`src/rtl/fast9_corner_detect.sv`:
```
// -----------------------------------------------------------------------------
// fast9_corner_detect
//
// Three-stage pipelined FAST-9 segment test on a stream of 7x7 windows
// (radius-3 Bresenham ring plus centre), one window per centre pixel in raster
// order. Detections whose window would overlap the image border are forced to
// zero using an internal frame-position tracker.
//
// Ports
//   clk           system clock
//   rst           asynchronous active-low reset
//   win_valid     window beat valid (one beat per centre pixel, raster order)
//   win_sof       start of frame, qualified by win_valid; beat is pixel (0,0)
//   centre        window centre pixel
//   circle        16 ring pixels, slot k at [k*DATA_WIDTH +: DATA_WIDTH],
//                 clockwise starting above the centre
//   threshold     FAST threshold t, sampled with each beat
//   corner_valid  result beat valid, 3 cycles after win_valid
//   corner_flag   1 = corner at this centre
//   corner_score  corner strength, 0 when corner_flag = 0
//   corner_x/y    centre coordinate of the result beat
// Result fields hold their last values while corner_valid = 0.
// -----------------------------------------------------------------------------
module fast9_corner_detect #(
  parameter int DATA_WIDTH   = 8,
  parameter int IMAGE_WIDTH  = 640,
  parameter int IMAGE_HEIGHT = 480,
  parameter int SCORE_WIDTH  = DATA_WIDTH + 4,
  localparam int XW = $clog2(IMAGE_WIDTH),
  localparam int YW = $clog2(IMAGE_HEIGHT)
) (
  input  logic                     clk,
  input  logic                     rst,
  input  logic                     win_valid,
  input  logic                     win_sof,
  input  logic [DATA_WIDTH-1:0]    centre,
  input  logic [16*DATA_WIDTH-1:0] circle,
  input  logic [DATA_WIDTH-1:0]    threshold,
  output logic                     corner_valid,
  output logic                     corner_flag,
  output logic [SCORE_WIDTH-1:0]   corner_score,
  output logic [XW-1:0]            corner_x,
  output logic [YW-1:0]            corner_y
);

  // Classification arithmetic: two extra bits cover c+t up to 2*max and
  // differences down to -2*max without wrap.
  localparam int AW = DATA_WIDTH + 2;

  localparam logic [XW-1:0] X_LAST  = XW'(IMAGE_WIDTH - 1);
  localparam logic [YW-1:0] Y_LAST  = YW'(IMAGE_HEIGHT - 1);
  localparam logic [XW-1:0] X_MIN   = XW'(3);
  localparam logic [XW-1:0] X_MAX   = XW'(IMAGE_WIDTH - 4);
  localparam logic [YW-1:0] Y_MIN   = YW'(3);
  localparam logic [YW-1:0] Y_MAX   = YW'(IMAGE_HEIGHT - 4);

  // True when any 9 circularly contiguous bits of the mask are set.
  // Doubling the mask turns the wrap from slot 15 to slot 0 into a plain slice.
  function automatic logic run9(input logic [15:0] m);
    logic [31:0] mm;
    logic        hit;
    mm  = {m, m};
    hit = 1'b0;
    for (int s = 0; s < 16; s++) begin
      hit = hit | (&mm[s +: 9]);
    end
    return hit;
  endfunction

  // ---------------------------------------------------------------------------
  // Frame position tracking
  // ---------------------------------------------------------------------------
  logic [XW-1:0] x_q, x_d, beat_x_s;
  logic [YW-1:0] y_q, y_d, beat_y_s;

  // Beat coordinate (sof forces origin) and the position of the next beat.
  always_comb begin
    beat_x_s = win_sof ? {XW{1'b0}} : x_q;
    beat_y_s = win_sof ? {YW{1'b0}} : y_q;
    x_d      = x_q;
    y_d      = y_q;
    if (win_valid) begin
      if (beat_x_s == X_LAST) begin
        x_d = {XW{1'b0}};
        y_d = (beat_y_s == Y_LAST) ? {YW{1'b0}} : beat_y_s + YW'(1);
      end else begin
        x_d = beat_x_s + XW'(1);
        y_d = beat_y_s;
      end
    end else begin
      x_d = x_q;
      y_d = y_q;
    end
  end

  // Position counter registers.
  always_ff @(posedge clk or negedge rst) begin
    if (!rst) begin
      x_q <= {XW{1'b0}};
      y_q <= {YW{1'b0}};
    end else begin
      x_q <= x_d;
      y_q <= y_d;
    end
  end

  // ---------------------------------------------------------------------------
  // Stage 1: per-slot bright/dark classification and score contributions
  // ---------------------------------------------------------------------------
  logic signed [AW-1:0] c_s, t_s, hi_s, lo_s;
  logic signed [AW-1:0] p_s  [16];
  logic signed [AW-1:0] db_s [16];
  logic signed [AW-1:0] dd_s [16];
  logic [15:0]          bright_s, dark_s;

  // Compare every ring pixel against c+t and c-t in widened signed arithmetic.
  always_comb begin
    c_s  = signed'({2'b00, centre});
    t_s  = signed'({2'b00, threshold});
    hi_s = c_s + t_s;
    lo_s = c_s - t_s;
    for (int k = 0; k < 16; k++) begin
      p_s[k]      = signed'({2'b00, circle[k*DATA_WIDTH +: DATA_WIDTH]});
      db_s[k]     = p_s[k] - hi_s;
      dd_s[k]     = lo_s - p_s[k];
      bright_s[k] = (p_s[k] > hi_s);
      dark_s[k]   = (p_s[k] < lo_s);
    end
  end

  logic                 s1_valid_q;
  logic [15:0]          s1_bright_q, s1_dark_q;
  logic signed [AW-1:0] s1_db_q [16];
  logic signed [AW-1:0] s1_dd_q [16];
  logic [XW-1:0]        s1_x_q;
  logic [YW-1:0]        s1_y_q;

  // Stage 1 registers; data only loads on a valid beat.
  always_ff @(posedge clk or negedge rst) begin
    if (!rst) begin
      s1_valid_q  <= 1'b0;
      s1_bright_q <= 16'h0000;
      s1_dark_q   <= 16'h0000;
      s1_x_q      <= {XW{1'b0}};
      s1_y_q      <= {YW{1'b0}};
      for (int k = 0; k < 16; k++) begin
        s1_db_q[k] <= {AW{1'b0}};
        s1_dd_q[k] <= {AW{1'b0}};
      end
    end else begin
      s1_valid_q <= win_valid;
      if (win_valid) begin
        s1_bright_q <= bright_s;
        s1_dark_q   <= dark_s;
        s1_x_q      <= beat_x_s;
        s1_y_q      <= beat_y_s;
        for (int k = 0; k < 16; k++) begin
          s1_db_q[k] <= db_s[k];
          s1_dd_q[k] <= dd_s[k];
        end
      end
    end
  end

  // ---------------------------------------------------------------------------
  // Stage 2: contiguous-run test and score sums
  // ---------------------------------------------------------------------------
  logic                   seg_b_s, seg_d_s;
  logic [SCORE_WIDTH-1:0] sum_b_s, sum_d_s;

  // Contributions are positive for classified slots, so zero-extension is exact.
  always_comb begin
    seg_b_s = run9(s1_bright_q);
    seg_d_s = run9(s1_dark_q);
    sum_b_s = {SCORE_WIDTH{1'b0}};
    sum_d_s = {SCORE_WIDTH{1'b0}};
    for (int k = 0; k < 16; k++) begin
      sum_b_s = sum_b_s + (s1_bright_q[k] ? {{(SCORE_WIDTH-AW){1'b0}}, s1_db_q[k]}
                                          : {SCORE_WIDTH{1'b0}});
      sum_d_s = sum_d_s + (s1_dark_q[k]   ? {{(SCORE_WIDTH-AW){1'b0}}, s1_dd_q[k]}
                                          : {SCORE_WIDTH{1'b0}});
    end
  end

  logic                   s2_valid_q, s2_seg_b_q, s2_seg_d_q;
  logic [SCORE_WIDTH-1:0] s2_sum_b_q, s2_sum_d_q;
  logic [XW-1:0]          s2_x_q;
  logic [YW-1:0]          s2_y_q;

  // Stage 2 registers.
  always_ff @(posedge clk or negedge rst) begin
    if (!rst) begin
      s2_valid_q <= 1'b0;
      s2_seg_b_q <= 1'b0;
      s2_seg_d_q <= 1'b0;
      s2_sum_b_q <= {SCORE_WIDTH{1'b0}};
      s2_sum_d_q <= {SCORE_WIDTH{1'b0}};
      s2_x_q     <= {XW{1'b0}};
      s2_y_q     <= {YW{1'b0}};
    end else begin
      s2_valid_q <= s1_valid_q;
      if (s1_valid_q) begin
        s2_seg_b_q <= seg_b_s;
        s2_seg_d_q <= seg_d_s;
        s2_sum_b_q <= sum_b_s;
        s2_sum_d_q <= sum_d_s;
        s2_x_q     <= s1_x_q;
        s2_y_q     <= s1_y_q;
      end
    end
  end

  // ---------------------------------------------------------------------------
  // Stage 3: border suppression, score selection, output registers
  // ---------------------------------------------------------------------------
  logic                   inside_s, flag_s;
  logic [SCORE_WIDTH-1:0] sb_s, sd_s, score_s;

  // A window touching the border has no valid ring, so its detection is dropped.
  always_comb begin
    inside_s = (s2_x_q >= X_MIN) && (s2_x_q <= X_MAX) &&
               (s2_y_q >= Y_MIN) && (s2_y_q <= Y_MAX);
    flag_s   = (s2_seg_b_q | s2_seg_d_q) & inside_s;
    sb_s     = s2_seg_b_q ? s2_sum_b_q : {SCORE_WIDTH{1'b0}};
    sd_s     = s2_seg_d_q ? s2_sum_d_q : {SCORE_WIDTH{1'b0}};
    if (!flag_s) begin
      score_s = {SCORE_WIDTH{1'b0}};
    end else if (sb_s >= sd_s) begin
      score_s = sb_s;
    end else begin
      score_s = sd_s;
    end
  end

  // Output registers; result fields hold while no beat is present.
  always_ff @(posedge clk or negedge rst) begin
    if (!rst) begin
      corner_valid <= 1'b0;
      corner_flag  <= 1'b0;
      corner_score <= {SCORE_WIDTH{1'b0}};
      corner_x     <= {XW{1'b0}};
      corner_y     <= {YW{1'b0}};
    end else begin
      corner_valid <= s2_valid_q;
      if (s2_valid_q) begin
        corner_flag  <= flag_s;
        corner_score <= score_s;
        corner_x     <= s2_x_q;
        corner_y     <= s2_y_q;
      end
    end
  end

endmodule

```
`config.mk`:
```
export PLATFORM = sky130hd
export DESIGN_NAME = fast9_corner_detect
export DESIGN_NICKNAME = d
export VERILOG_FILES = /design/src/rtl/fast9_corner_detect.sv
export SDC_FILE = /design/constraint.sdc
export NUM_CORES = 2
export LEC_CHECK = 0
export ABC_AREA = 1
export CAP_MARGIN = 20
export CORE_ASPECT_RATIO = 0.6
export CORE_MARGIN = 4
export CORE_UTILIZATION = 54
export CTS_CLUSTER_DIAMETER = 60
export DETAILED_ROUTE_END_ITERATION = 10
export PLACE_DENSITY = 0.72
export SLEW_MARGIN = 20
export SYNTH_ARGS = -nofsm -noshare
export SYNTH_HDL_FRONTEND = slang
export SYNTH_SLANG_ARGS = --single-unit
export TNS_END_PERCENT = 10
```
`constraint.sdc`:
```
create_clock -name clk -period 9.65 [get_ports clk]
set_clock_uncertainty 0.15 [all_clocks]
set_input_delay 1.93 -clock clk [delete_from_list [all_inputs] [get_ports clk]]
set_output_delay 1.93 -clock clk [all_outputs]
set_load 0.05 [all_outputs]
```
# Yosys cells after proc, flatten, opt, wreduce, memory -nomap -nowiden

Cells that the tools add are included.

Flip-flop bits (word level): 470
Bits in latches: 0
RAM bits: 0
ROM bits: 0
Bits of input ports: 148
Output and inout port bits: 33
Logic and storage cells: 264
Memories kept: 0

Add/sub/neg operators: 66
$mul: 0
Div/mod/pow operators: 0
$lt $le $gt $ge: 37
Eq/ne operators: 2
Shift-type cells: 0
Mux-type cells: 41
Bitwise gates (word level): 32
Reductions and logical operators: 35

Operators with widths:

| operator                                                                             | count |
|---|---|
| 10-bit two-way mux                                                                   | 34 |
| 12-bit by 10-bit adder with 12-bit output                                            | 26 |
| 9-bit AND reduction                                                                  | 32 |
| 8-bit by 9-bit subtractor with 10-bit output                                         | 16 |
| 9-bit by 9-bit subtractor with 10-bit output                                         | 16 |
| 8-bit by 9-bit > comparator with 1-bit output                                        | 16 |
| 9-bit < comparator                                                                   | 16 |
| 12-bit two-way mux                                                                   | 4 |
| 1-bit bitwise OR                                                                     | 31 |
| 9-bit two-way mux                                                                    | 3 |
| 11-bit by 10-bit adder with 12-bit output                                            | 2 |
| 10-bit by 10-bit adder with 11-bit output                                            | 2 |
| 12-bit greater-or-equal comparator                                                   | 1 |
| 10-bit by 1-bit adder with 10-bit output, second input constant                      | 1 |
| 10-bit equality test, second input constant                                          | 1 |
| 10-bit by 2-bit greater-or-equal comparator with 1-bit output, second input constant | 1 |
| 10-bit <= comparator, second input constant                                          | 1 |
| 8-bit by 8-bit adder with 9-bit output                                               | 1 |
| 9-bit by 1-bit adder with 9-bit output, second input constant                        | 1 |
| 9-bit equality test, second input constant                                           | 1 |
| 9-bit by 2-bit greater-or-equal comparator with 1-bit output, second input constant  | 1 |
| 9-bit <= comparator, second input constant                                           | 1 |
| 8-bit by 8-bit subtractor with 9-bit output                                          | 1 |
| 1-bit logical AND                                                                    | 3 |
| 1-bit bitwise AND                                                                    | 1 |

# Logic depth before layout (Yosys ltp)

Depth after elaboration: 16
Mapped depth: 26
Gate-level depth less buffers: 25

# Least setup slack after synthesis

No wires, ideal clock.

Path type: register to register
From: register s1_dark_q[14]
To: register s2_sum_d_q[10]
Arrival time: 5.023 ns
Required time: 9.382 ns
Setup slack: 4.359 ns
Cell stages (with the launch flop): 22
Path buffers: 1
Cells stage by stage: dfrtp_1 > clkbuf_1 > nand2_1 > fa_1 > fa_1 > fa_1 > inv_1 > fa_1 > fa_1 > inv_1 > fa_1 > inv_1 > ha_1 > fa_1 > nand2_1 > nand2_1 > nand2_1 > nand2_1 > nand4_1 > nand3b_1 > nand3_1 > nand2_1

Longest elaborated chain between the ends: 3

RTL lines:

| element                                                 | line | source |
|---|---|---|
| start: declaration                                      | 132  | `logic [15:0] s1_bright_q, s1_dark_q;` |
| start signal: assignment                                | 154  | `s1_dark_q <= dark_s;` |
| 10-bit two-way mux                                      | 180  | `sum_d_s = sum_d_s + (s1_dark_q[k] ? {{(SCORE_WIDTH-AW){1'b0}}, s1_dd_q[k]}` |
| 12-bit by 10-bit adder with 12-bit output (2 in series) | 180  |  |
| end signal: assignment                                  | 197  | `s2_sum_d_q <= {SCORE_WIDTH{1'b0}};` |
| end signal: assignment                                  | 206  | `s2_sum_d_q <= sum_d_s;` |
| end: declaration                                        | 186  | `logic [SCORE_WIDTH-1:0] s2_sum_b_q, s2_sum_d_q;` |

No other way between the ends.
A chain may end at the register's enable or synchronous reset.

# Final worst setup path

From: register s1_dark_q[14]
To: register s2_sum_d_q[11]

Same word-level chain as after synthesis.

==> impl_metrics.csv <==
group,metric,value,unit
status,outcome,"complete, no violations",
layout,nets,6331,
detailed_routing,ant_nets,0,
floorplan,row_count,77,
layout,regArea,0.0118,mm²
detailed_routing,vias_per_cell,5.48,
synthesis,yosysTopAreaCellShare,0.289,
timing,slew_viol_final,0,
worst_setup_path,critPathKind,"reg2reg",
pwr,p_per_area,334,mW/mm²
detailed_routing,drtPass1Iterations,6,
placement,hpwl,104000,µm
synthesis,yosys_warnings,0,
worst_setup_path,required,10.02,ns
floorplan,die_y,221,µm
clock_network,cts_hold_buf,0,
layout,layout-drive-gt1-share,0.0309,
placement,gp_congestion,0.998,
clock_network,postCtsResizedCells,0,
worst_setup_path,crit_path_start_kind,"register",
detailed_routing,drc,0,
timing,setup_violations,0,
floorplan,dieArea,0.0801,mm²
clock_network,cts_max_level,2,
worst_setup_path,worst_setup_path_end_kind,"register",
synthesis,yosys-top-cells-area,"dfrtp_1, nand2_1, fa_1, ha_1, inv_1",
synthesis,synth_compound_area_frac,0.0847,
detailed_routing,wl_per_cell,20.3,µm
worst_setup_path,r2r_slack,3.64,ns
timing,setup_tns,0,ns
clock_network,cts_buffers,50,
synthesis,yosysSeqAreaShare,0.289,
hold_path,hp-class,"reg2reg",
clock_network,cts_buffer_depth,3,
floorplan,die_x,363,µm
global_routing,track_usage,0.338,
global_routing,antenna_found_initial,0,
timing,slew_headroom,0.336,
timing,period_share,0.623,
worst_setup_path,crit_arrival,6.38,ns
detailed_routing,wirelength,134000,µm
timing,rsz0062_at_grt,"false",
detailed_routing,vias,36100,
clock_network,cts_tree,"yes",
global_routing,gr-total-overflow,0,
layout,layout_commonest_cell,"nand2_1",
clock_network,cts_setup_buffers,0,
clock_network,path_clk_slew,0.07,ns
timing,final-hold-violation-count,0,
floorplan,pin_count,181,
pwr,total_power,15.1,mW
pwr,power_leakage,24.5,nW
floorplan,coreArea,0.0742,mm²
synthesis,syn-instance-count,5440,
layout,area.growth.synth_to_final,11.0,%
layout,fin_util,0.610,
timing,period_minus_slack,6.01,ns
synthesis,synth.distinct_cells,45,
timing,max_freq,166,MHz
clock_network,cts_root_buf,"clkbuf_16",
detailed_routing,drt_iter0_drc,3748,
run,max_cap_viol_count,0,
synthesis,syn_nets,6214,
layout,n_antenna_cell,0,
layout,fillers,6748,
synthesis,synth_area_leader_cell,"dfrtp_1",
worst_setup_path,critPathMaxFanout,14,
placement,io_buffers,180,
clock_network,clock_latency,0.64,ns
hold_path,whs_path_depth,2,
synthesis,synth_edf_count,0,
layout,layout_common_cells,"nand2_1, inv_1, dfrtp_1",
synthesis,ys_ff_latch,470,
synthesis,synth-main-ff-cell,"dfrtp_1",
layout,multi_input_area,0.0246,mm²
synthesis,muxShareOfSynthArea,0,
global_routing,grt_pass1_wl,205000,µm
global_routing,grt_max_degree,198,
synthesis,avgSynthCellArea,7.49,µm²
clock_network,clock-sinks,470,
global_routing,grt_pass1_vias,34200,
floorplan,initial_core_util,0.549,
pwr,ir_drop,0.468,mV
worst_setup_path,reg2regPathDepth,22,
synthesis,netlist_area,0.0408,mm²
synthesis,synth_top_family_by_area,"adder cells",
synthesis,async_flop_share,1.00,
synthesis,synth_simple_gate_area_frac,0.240,
synthesis,synthAdderAreaFrac,0.248,
synthesis,synth_xor_area_frac,0.0284,
timing,tightest_slew,0.994,ns
[worst paths after layout]
| path | to | startpoint |
|---|---|---|
| worst max register to register | s2_sum_d_q[11] | s1_dark_q[14] |
| min in group asynchronous | s1_db_q[37] | rst |
| worst min register to register | s1_dd_q[131] | s1_dd_q[131] |
| worst min-delay path | s1_dd_q[131] | s1_dd_q[131] |
| worst max-delay path | s2_sum_d_q[11] | s1_dark_q[14] |
| max in group asynchronous | s1_db_q[116] | rst |
[metal layers]
layer,routed length (µm),track usage
met1,61900,0.523
met2,52500,0.467
met3,16700,0.101
met4,2730,0.0685
met5,0,0
[report_power, final]
group	leakage [nW]	internal, mW	total (mW)	switching (mW)
Sequential	5.79	2.49	2.97	0.472
Combinational	17.8	3.65	9.97	6.32
Clock	0.887	1.25	2.16	0.910
[area by class of cell]
cell class | count | share of cell area
clock buffers | 68 | 0.0323
clock inverters | 23 | 0.00719
inverters | 1012 | 0.0842
multi-input cells | 3809 | 0.543
flip-flops and latches | 470 | 0.260
well taps | 987 | 0.0273
repair buffers | 214 | 0.0462
[sequential cells by signal, summed over array words and instances, names as in the netlist, 9 cells and up]
register and cells:
s1_dark_q 16, s1_y_q 9, corner_score 12, s1_bright_q 16, s2_y_q 9, corner_y 9
s2_x_q 10, corner_x 10, s1_x_q 10, x_q 10, y_q 9, s2_sum_b_q 12
s1_db_q 160, s1_dd_q 160, s2_sum_d_q 12
[through the flow]
step,hold WS [ns],setup slack (ns),std cells,cell area [µm²]
floorplan,0.229,4.36,5440,40800
CTS,0.324,3.76,6582,45200
finish,0.324,3.64,6583,45200
global route,0.340,3.34,6583,45200
detailed placement,0.309,3.48,6491,43400
global placement,0.303,3.54,6491,43400
[critical path, cell delays in order (launching register included)]
cell     delay, ns
dfrtp_1       0.85
nand2_1       0.18
fa_1          0.75
inv_1         0.11
fa_1          0.55
inv_1         0.05
fa_1          0.48
fa_1          0.55
inv_1         0.05
fa_1          0.47
inv_1         0.05
fa_1          0.47
inv_1         0.04
ha_1          0.34
nand2_1       0.10
nor2_1        0.13
inv_1         0.06
nor2_1        0.10
nand2_1       0.06
nand3_1       0.15
nand2_1       0.08
nand3_1       0.08
nand2_1       0.06
[kinds of logic after synthesis]
| group | after synthesis |
|---|---|
| simple gates | 2404 |
| buf+inv | 1161 |
| compound gates | 647 |
| fa+ha+maj | 626 |
| flops | 470 |
| xor+xnor | 132 |
[synth_stat cells (all sizes together) (2+ instances only)]
library cell / n
a21o: 9
a21oi: 262
a31oi: 26
buf: 64
clkbuf: 85
dfrtp: 470
fa: 302
ha: 324
inv: 1011
nand2: 1789
nand3: 311
nand3b: 8
nand4: 75
nor2: 185
nor3: 11
o211ai: 6
o21a: 2
o21ai: 293
o21bai: 41
o22ai: 6
or2: 22
xnor2: 68
xor2: 64
Note: power is estimated with default switching activity, not from simulation.
